--- config.mk ---
export PLATFORM = sky130hd
export DESIGN_NAME = micro_sequencer
export DESIGN_NICKNAME = d
export VERILOG_FILES = /design/src/rtl/micro_sequencer.sv
export SDC_FILE = /design/constraint.sdc
export NUM_CORES = 1
export LEC_CHECK = 0
export ABC_CLOCK_PERIOD_IN_PS = 5000
export CAP_MARGIN = 20
export CORE_ASPECT_RATIO = 1.75
export CORE_UTILIZATION = 25
export CTS_CLUSTER_DIAMETER = 120
export CTS_CLUSTER_SIZE = 12
export DETAILED_ROUTE_END_ITERATION = 12
export PLACE_DENSITY_LB_ADDON = 0.05
export RECOVER_POWER = 50
export SYNTH_ARGS = -nofsm -noshare
export SYNTH_HDL_FRONTEND = slang
export SYNTH_SLANG_ARGS = --single-unit
export TNS_END_PERCENT = 20
--- constraint.sdc ---
create_clock -name clk -period 5 [get_ports clk]
set_input_delay 1 -clock clk [delete_from_list [all_inputs] [get_ports clk]]
set_output_delay 1 -clock clk [all_outputs]
set_load 0.005 [all_outputs]
--- src/rtl/micro_sequencer.sv ---
// Clocked microprogram sequencer: holds the micro-PC, picks the next control-store
// address from INST/SEQ/COND/DIRECT/CALL/RET sources and keeps a return-address stack.
`timescale 1ns/1ps
module micro_sequencer #(
  parameter int                ADDR_W      = 6,
  parameter int                NUM_FLAGS   = 4,
  parameter int                STACK_DEPTH = 4,
  parameter logic [ADDR_W-1:0] RESET_ADDR  = '0
) (
  input  logic                               clk,
  input  logic                               rst_n,
  input  logic                               stall,
  input  logic [2:0]                         next_sel,
  input  logic [ADDR_W-1:0]                  inst_branch,
  input  logic [ADDR_W-1:0]                  direct_branch,
  input  logic [$clog2(NUM_FLAGS)-1:0]       cond_sel,
  input  logic                               cond_inv,
  input  logic [NUM_FLAGS-1:0]               cond_flags,
  input  logic                               err_clr,
  output logic [ADDR_W-1:0]                  upc,
  output logic [$clog2(STACK_DEPTH+1)-1:0]   stack_count,
  output logic                               stack_overflow,
  output logic                               stack_underflow
);

  localparam int SEL_W = $clog2(NUM_FLAGS);
  localparam int CNT_W = $clog2(STACK_DEPTH+1);

  localparam logic [2:0] SEL_INST   = 3'd0;
  localparam logic [2:0] SEL_SEQ    = 3'd1;
  localparam logic [2:0] SEL_COND   = 3'd2;
  localparam logic [2:0] SEL_DIRECT = 3'd3;
  localparam logic [2:0] SEL_CALL   = 3'd4;
  localparam logic [2:0] SEL_RET    = 3'd5;

  logic [ADDR_W-1:0] upc_q, upc_d;
  logic [CNT_W-1:0]  count_q, count_d;
  logic              ovf_q, ovf_d;
  logic              und_q, und_d;
  logic [ADDR_W-1:0] stack_q [STACK_DEPTH];

  logic [ADDR_W-1:0] seq;
  logic [ADDR_W-1:0] stack_top;
  logic [ADDR_W-1:0] target;
  logic              flag_sel;
  logic              cond_true;
  logic              stack_full;
  logic              stack_empty;
  logic              push;
  logic              pop;
  logic              ovf_set;
  logic              und_set;
  logic              push_en;

  assign seq         = upc_q + ADDR_W'(1);
  assign stack_full  = (count_q == CNT_W'(STACK_DEPTH));
  assign stack_empty = (count_q == '0);

  // Out-of-range flag indices fall through the loop and read as 0.
  always_comb begin
    flag_sel = 1'b0;
    for (int i = 0; i < NUM_FLAGS; i++) begin
      if (cond_sel == SEL_W'(i)) flag_sel = cond_flags[i];
    end
    cond_true = flag_sel ^ cond_inv;
  end

  // Top of stack is entry [count-1]; an empty stack never selects this value.
  always_comb begin
    stack_top = RESET_ADDR;
    for (int i = 0; i < STACK_DEPTH; i++) begin
      if (count_q == CNT_W'(i + 1)) stack_top = stack_q[i];
    end
  end

  always_comb begin
    target  = seq;
    push    = 1'b0;
    pop     = 1'b0;
    ovf_set = 1'b0;
    und_set = 1'b0;
    case (next_sel)
      SEL_INST:   target = inst_branch;
      SEL_SEQ:    target = seq;
      SEL_COND:   target = cond_true ? direct_branch : seq;
      SEL_DIRECT: target = direct_branch;
      SEL_CALL: begin
        target = direct_branch;
        if (stack_full) ovf_set = 1'b1;
        else            push    = 1'b1;
      end
      SEL_RET: begin
        if (stack_empty) begin
          target  = RESET_ADDR;
          und_set = 1'b1;
        end else begin
          target = stack_top;
          pop    = 1'b1;
        end
      end
      default:    target = seq;
    endcase
  end

  // Stall freezes PC and stack but the sticky clear still acts; a new error wins over clear.
  always_comb begin
    upc_d   = upc_q;
    count_d = count_q;
    if (!stall) begin
      upc_d = target;
      if (push)     count_d = count_q + CNT_W'(1);
      else if (pop) count_d = count_q - CNT_W'(1);
    end
    ovf_d = (ovf_q & ~err_clr) | (ovf_set & ~stall);
    und_d = (und_q & ~err_clr) | (und_set & ~stall);
  end

  assign push_en = push & ~stall;

  always_ff @(posedge clk or negedge rst_n) begin
    if (!rst_n) begin
      upc_q   <= RESET_ADDR;
      count_q <= '0;
      ovf_q   <= 1'b0;
      und_q   <= 1'b0;
    end else begin
      upc_q   <= upc_d;
      count_q <= count_d;
      ovf_q   <= ovf_d;
      und_q   <= und_d;
    end
  end

  // Stack storage is deliberately not reset; only the count is.
  always_ff @(posedge clk) begin
    for (int i = 0; i < STACK_DEPTH; i++) begin
      if (push_en && (count_q == CNT_W'(i))) stack_q[i] <= seq;
    end
  end

  assign upc             = upc_q;
  assign stack_count     = count_q;
  assign stack_overflow  = ovf_q;
  assign stack_underflow = und_q;

endmodule
-- After elaboration in Yosys (flattened, before gate mapping)
Memory sizes are Yosys's and may differ from the RTL's.
Cells that the tools add are included.
- memory bits (writable): 24
- register bits after elaboration: 11
- bits in latches: 0
- bits of input ports: 26
- output and inout port bits: 11
- ROM bits: 0
- memories kept: 1
- memory list (name ; words ; bits a word ; read ports ; clocked after Yosys merged registers in ; wr ports ; line ; RTL):
    stack_q ; 4 ; 6 ; 4 ; 0 ; 1 ; 40 ; logic [ADDR_W-1:0] stack_q [STACK_DEPTH];
- add/sub/neg operators: 3
- mux-type cells: 38
- multiply operators: 0
- bitwise logic cells: 10
- div/mod/pow operators: 0
- equality and inequality tests: 11
- magnitude comparators: 0
- reduce and logical (&&, ||, !) cells: 13
- shifts and indexed selects: 0
- operators by type and width (cell ; count):
    6-bit 2-to-1 mux ; 9
    6-bit one-hot mux with 4 select lines ; 1
    1-bit 2-to-1 mux ; 23
    6-bit OR reduction ; 3
    3-bit by 2-bit equality test with 1-bit output, second input constant ; 4
    3-bit equality test, second input constant ; 3
    6-bit by 1-bit adder with 6-bit output, second input constant ; 1
    3-bit zero test ; 2
    2-bit 2-to-1 mux ; 3
    3-bit 2-to-1 mux ; 2
    1-bit AND ; 5
    2-bit equality test, second input constant ; 2
    1-bit logical AND ; 4
    3-bit by 1-bit adder with 3-bit output, second input constant ; 1
    3-bit by 1-bit equality test with 1-bit output, second input constant ; 1
    3-bit by 1-bit subtractor with 3-bit output, second input constant ; 1
    2-bit by 1-bit equality test with 1-bit output, second input constant ; 1
    2-bit zero test ; 1
    1-bit inverter ; 2
    1-bit OR ; 2
    2-bit AND reduction ; 1
    2-bit nonzero test ; 1
    2-bit OR reduction ; 1
    1-bit XOR ; 1

-- Logic depth before layout (Yosys ltp)
Gate-level depths: netlist of the first run.
- depth in word-level cells: 11
- mapped depth: 9

-- Least setup slack after synthesis of the first run
No wires, ideal clock.
- path kind: input port to flip-flop
- start point: in next_sel[1]
- end point: mem stack_q[3][0] (enable)
- stages on the path: 4
- data required time: 4623 ps
- data arrival time: 1998 ps
- path slack: 2625 ps
- cell sequence: buf_2 > nor2_1 > nand2_1 > nor3_1
- cells in the longest elaborated chain, start to end: 10
- elaborated cells between the ends (all ways): 24
- ends and longest elaborated chain (what ; line ; RTL):
    start, declared ; 13 ; input logic [2:0] next_sel,
    3-bit equality test * ; 82 ; case (next_sel)
    1-bit 2-to-1 mux * ; 82 ;
    1-bit AND * ; 118 ; assign push_en = push & ~stall;
    1-bit logical AND ; 137 ; if (push_en && (count_q == CNT_W'(i))) stack_q[i] <= seq;
    1-bit 2-to-1 mux ; 137 ;
    1-bit 2-to-1 mux (not written as such) ; 137 ;
    6-bit OR reduction (no line) ; -- ;
    2-bit 2-to-1 mux (no line) / 1-bit 2-to-1 mux (equally long branches) (3 in a row) ; -- ;
    end, declared ; 40 ;
Every way passes the cells marked *; elsewhere a longest branch is shown, timed or not.

-- Worst setup path after layout of the first run
- start point: in next_sel[1]
- end point: mem stack_q[3][5] (enable)
Same word-level chain as after synthesis.

==> results of run 1 <==
==> worst min-delay path, cell delays in order, from the launching register on <==
cell,delay (ns)
dfrtp_1,0.37
inv_1,0.05
o32ai_1,0.08
==> power groups by stage <==
stage	logic (mW)	registers, mW	clock network (mW)
6_report	0.326	0.390	0.404
3_5_place_dp	0.333	0.395	0
4_1_cts	0.334	0.390	0.414
5_1_grt	0.365	0.394	0.423
2_1_floorplan	0.200	0.383	0
3_3_place_gp	0.333	0.394	0
==> stage by stage <==
| step | cell area [sq um] | setup WS (ns) | hold WS (ns) | power, mW | std cells |
|---|---|---|---|---|---|
| finish | 2497 | 1.966 | 0.5536 | 1.120 | 293 |
| global route | 2497 | 1.822 | 0.6092 | 1.182 | 293 |
| CTS | 2497 | 1.997 | 0.5667 | 1.138 | 293 |
| detailed placement | 2308 | 1.700 | 0.5591 | 0.7289 | 285 |
| global placement | 2308 | 1.749 | 0.5503 | 0.7268 | 285 |
| floorplan | 1869 | 2.625 | 0.5226 | 0.5832 | 170 |
==> placed cells by master, fill, tap and decap left out, drive strengths merged, types with 2 or more instances in the layout <==
cell | netlist | final
nor2 | 8 | 8
mux2 | 3 | 3
a32o | 2 | 2
a21oi | 10 | 10
xor2 | 4 | 4
ha | 7 | 7
inv | 9 | 9
nand3 | 6 | 6
clkdlybuf4s50 | 0 | 30
a2bb2oi | 4 | 4
dlygate4sd3 | 0 | 6
and2 | 3 | 3
o21ai | 13 | 13
nand3b | 2 | 2
edfxtp | 24 | 24
nand2b | 4 | 4
and3 | 2 | 2
bufinv | 0 | 2
a211oi | 2 | 2
nand2 | 18 | 18
clkbuf | 5 | 6
a22oi | 2 | 2
a221o | 5 | 5
dfrtp | 11 | 11
xnor2 | 5 | 5
nor3 | 4 | 4
==> per-layer routing <==
layer  up-vias  GRT usage, %
li1        704             -
met1       729         17.15
met2        55         30.47
met3        10         3.320
met4         0         7.518
met5         -             0
==> layout make-up <==
| class | instances | share of cell area, % |
|---|---|---|
| Multi-Input combinational cell | 119 | 32.46 |
| Sequential cell | 35 | 39.88 |
| Inverter | 9 | 1.353 |
| Clock buffer | 6 | 5.160 |
| Clock inverter | 2 | 2.405 |
| Timing Repair Buffer | 36 | 14.43 |
| Tap cell | 86 | 4.309 |
==> worst paths after layout <==
path | startpoint | to | slack, ns | cells after the start
max in group asynchronous | rst_n | stack_count[1] | 3.40 | 1
worst min-delay path | stack_overflow | stack_overflow | 0.55 | 2
worst max register to register | stack_count[2] | stack_q[3][5] | 2.66 | 4
min in group asynchronous | rst_n | stack_overflow | 1.18 | 1
worst max-delay path | next_sel[1] | stack_q[3][5] | 1.97 | 4
worst min register to register | stack_overflow | stack_overflow | 0.55 | 2
==> kinds of logic after synthesis <==
| kind of cell | count (synthesis) | share of synthesized area, % |
|---|---|---|
| buf+inv | 16 | 3.347 |
| mux | 5 | 3.547 |
| compound gates | 46 | 17.34 |
| flops | 35 | 53.28 |
| xor+xnor | 9 | 4.217 |
| simple gates | 52 | 13.59 |
| fa+ha+maj | 7 | 4.685 |
==> state kept, by name, indices dropped and copies added (netlist names) <==
| signal | count |
|---|---|
| stack_underflow | 1 |
| upc | 6 |
| stack_count | 3 |
| stack_q | 24 |
| stack_overflow | 1 |
==> metrics, run 1 <==
status=finished, final reports clean; initial DRC count=36; RSZ-0062 raised after global routing=no; I/O pins=37; leakage=between 0.9 and 1 nW; Nets=about 240; DR WL met3=196 um; area grow syn2layout=33.60%; core outline area=7233 sq um; clock root cell=clkbuf_16; Synth Flop Type=edfxtp_1; Setup Viol. Count Final=0; Synth top area share=~39%; clock sink count=35; worst endpoint required time=between 4 and 5 ns; Post-synth EDFFs=24; startpoint types=input port; Final Critical Period=3.034 ns; CP Max Fanout=11; Via density=5.113; # DRC=0; Final Slew Violations=0; Pwr per Cell Area=between 400 and 500 nW/um^2; Hold WC Path Type=flip-flop to flip-flop; Multi-input gate area=slightly above 800 sq um; CTS Buf Count=5; most frequent cells after synthesis=edfxtp_1 (24), nand2_1 (18), o21ai_0 (12), dfrtp_1 (11), a21oi_1 (10); Syn Area/Cell=between 10 and 15 sq um; setup TNS=0 ns; FF+latch count, synth=35; CTS tree=done; VDD IR-drop max=about 0.18 mV; met1 wire length=around 2.1 mm; gpl congestion=a little over 0.8; die area=7841 sq um; FMAX=~330 MHz; CTS resizes=0; Worst Tran Pin Value=1.001 ns; CP Buf/Inv Count=1; postcts setup bufs=0; FILL cells=slightly above 700; layout cell share with drive strength beyond 1=under 10%; total of max-cap violations=0; sw frac=29.99%; clock share of power=a little over a third; combinational power share=between 20 and 30%; IO buf count=36; Initial Util=25.84%; Synth Instances=170; Net Sw Power=between 0.3 and 0.4 mW; Tcrit/Tclk final=around three fifths; # rows=41; Arr. time, crit path=2.93 ns; Die Span Y=about 120 um; vias in the first global route=between 1500 and 2000; Slowest cell on crit path=nor3_1; first-pass GRT wire length=between 8 and 9 mm; Routed wire per std cell=19.50 um; Post-Route WL=around 5.7 mm; Final ANT Viol Nets=0; Post-CTS Hold Buffers=0; width of the die=a little under 70 um; clock slew at reported path FFs=approximately 0.050 ns; hpwl dp=approximately 4.5 mm; post-layout util=about 35%; # diodes=0; Reg area=around 1000 sq um; Top delay family on crit path=simple AND/OR/NAND/NOR gates; cells along the critical path=clkdlybuf4s50_1, nor2_1, nand2_1, nor3_1; Yosys cell types=between 40 and 50; Synth area leader=edfxtp_1; Crit Path Category=input port to flip-flop; Worst Clk Skew=around 0.0048 ns; largest net degree at the start of global routing=14; H-tree levels=2; critical path's largest stage delay=roughly 0.85 ns; sequential share of power=approximately a third; DR vias=about 1500; max layer used=met4; Worst-Skew Late Latency=0.28 ns; drt pass-1 iters=4; initial antenna violation count=0; Synth Net Count=203; wire length on met2=~3.3 mm; Max Root-Sink Buffers=2; count leader, synth=edfxtp_1; Synth area leaders=edfxtp_1 (39%), dfrtp_1 (15%), ha_1 (4.7%); Pint=0.7840 mW; Hold Vio Cnt, Final=0; Worst slew margin=about 33%; sequential share of the synthesized area=approximately 53%; CP Capture Type=flip-flop; Synth Cell Area=approximately 1900 sq um; Remaining Overflow, GRT=0; synth warn=0; Tot GR Track Use=between 10% and 20%; async set-reset flop share out of synthesis=approximately a third
Note: power is estimated with default switching activity, not from simulation.
==> inputs of run 2 (changes only) <==
ABC_CLOCK_PERIOD_IN_PS = 2800   (was 5000)
clock period = 2.8 ns   (was 5 ns; I/O delays follow)
==> metrics, run 2 (synthesized netlist as in run 1, its figures left out) <==
final std cells w/o fill=just over 300; Die Span Y=around 120 um; area grow syn2layout=34.67%; worst endpoint required time=~3.0 ns; # DRC=0; clock sink count=35; Crit Path Category=input port to flip-flop; Worst slew margin=between 60% and 70%; hpwl dp=4.439 mm; initial antenna violation count=0; largest net degree at the start of global routing=14; CTS Buf Count=5; vias in the first global route=between 1500 and 2000; FMAX=435.4 MHz; clock root cell=clkbuf_16; Via density=approximately 5.0; H-tree levels=2; Slowest cell on crit path=dlygate4sd3_1; CP Max Fanout=7; Post-Route WL=between 5 and 6 mm; postcts setup bufs=0; FILL cells=between 700 and 800; Setup Viol. Count Final=0; RSZ-0062 raised after global routing=no; Final Slew Violations=0; gpl congestion=roughly 0.8; Tot GR Track Use=between 15 and 20%; cells along the critical path=dlygate4sd3_1, nand3b_1, nor2_1, a221o_1, a311oi_1, a22oi_1; Worst Tran Pin Value=just under 0.6 ns; most flop-heavy register=stack_q; # diodes=0; startpoint types=input port; Reg area=around 1000 sq um; commonest non-fill, non-tap cells in the layout=clkdlybuf4s50_1 (32), edfxtp_1 (24), nand2_1 (18); clock slew at reported path FFs=approximately 0.06 ns; IO buf count=36; Hold Path Stages=2; commonest non-fill, non-tap cell in the layout=clkdlybuf4s50_1; die area=7841 sq um; CTS tree=done; status=finished, final reports clean; Remaining Overflow, GRT=0; DR vias=approximately 1500; Cell Area, Placed=2376 sq um; width of the die=between 60 and 70 um; drt pass-1 iters=4; first-pass GRT wire length=about 9 mm; Multi-input gate area=810.8 sq um; Final Critical Period=between 2 and 2.5 ns; Arr. time, crit path=2.49 ns; # rows=41; Hold WC Path Type=flip-flop to flip-flop; CTS resizes=0; Worst-Skew Late Latency=about 0.28 ns; worst r2r path cells=7; critical path's largest stage delay=0.70 ns; initial DRC count=43; Worst Clk Skew=slightly above 0.006 ns; post-layout util=between 30% and 40%; I/O pins=37; layout cell share with drive strength beyond 1=10.65%; Max Root-Sink Buffers=2; setup TNS=0 ns; leakage=0.9216 nW; Initial Util=between 20% and 30%; Tcrit/Tclk final=82.03%; max FFs per register=24; CP Capture Type=flip-flop; Pwr per Cell Area=between 700 and 800 nW/um^2; Routed wire per std cell=around 18 um; Final ANT Viol Nets=0; final instance area=approximately 2500 sq um; total of max-cap violations=0; Post-CTS Hold Buffers=0; Hold Vio Cnt, Final=0; placed cells=approximately 300; Nets=248; core outline area=about 7200 sq um; VDD IR-drop max=0.2499 mV
-- run 2: cell types whose count changed in the layout (fill, tap and decap cells not counted), sizes merged --
cell and delta:
clkinv +1, bufinv -2, clkinvlp +2, buf +8, clkdlybuf4s50 +2, dlygate4sd3 -2
-- run 2: worst paths after layout --
check                                     from              to  slack [ns]
worst max register to register  stack_count[0]          upc[0]        0.69
worst min-delay path            stack_overflow  stack_overflow        0.55
worst max-delay path               next_sel[0]          upc[0]        0.50
max in group asynchronous                rst_n  stack_count[0]        1.70
worst min register to register  stack_overflow  stack_overflow        0.55
min in group asynchronous                rst_n  stack_count[1]        0.72
-- run 2: cell type report --
type | count | area share [%]
flip-flops and latches | 35 | 39.56
clock inverters | 3 | 0.7952
inverters | 9 | 1.342
clock buffers | 5 | 4.970
multi-input cells | 119 | 32.21
well taps | 86 | 4.274
repair buffers | 45 | 16.85
-- run 2: power by group --
part           switching (mW)  internal (mW)
sequential             0.0608          0.634
clock                   0.223          0.328
combinational           0.319          0.270
total                   0.602           1.23
-- run 2: metrics by stage --
stage / total power, mW / hold WS, ns / worst slack (ns)
2_1_floorplan: 1.041 / 0.2644 / 0.7891
3_3_place_gp: 1.292 / 0.5372 / 0.2690
3_5_place_dp: 1.308 / 0.5357 / 0.2396
5_1_grt: 1.950 / 0.5570 / 0.4035
4_1_cts: 1.875 / 0.5525 / 0.5403
6_report: 1.833 / 0.5508 / 0.5032
-- run 2: worst max-delay path, delay by kind of cell --
family	cells	cell delay, ns
buf+inv	1	0.70
simple gates	2	0.75
compound gates	3	0.49
-- run 2: per-layer routing --
metal	GRT usage [%]	vias up	part of all wire, %
met3	3.223	9	3.1
met2	28.93	41	55
met5	0	-	0
li1	-	716	-
met4	6.950	0	2.9
met1	17.96	729	39
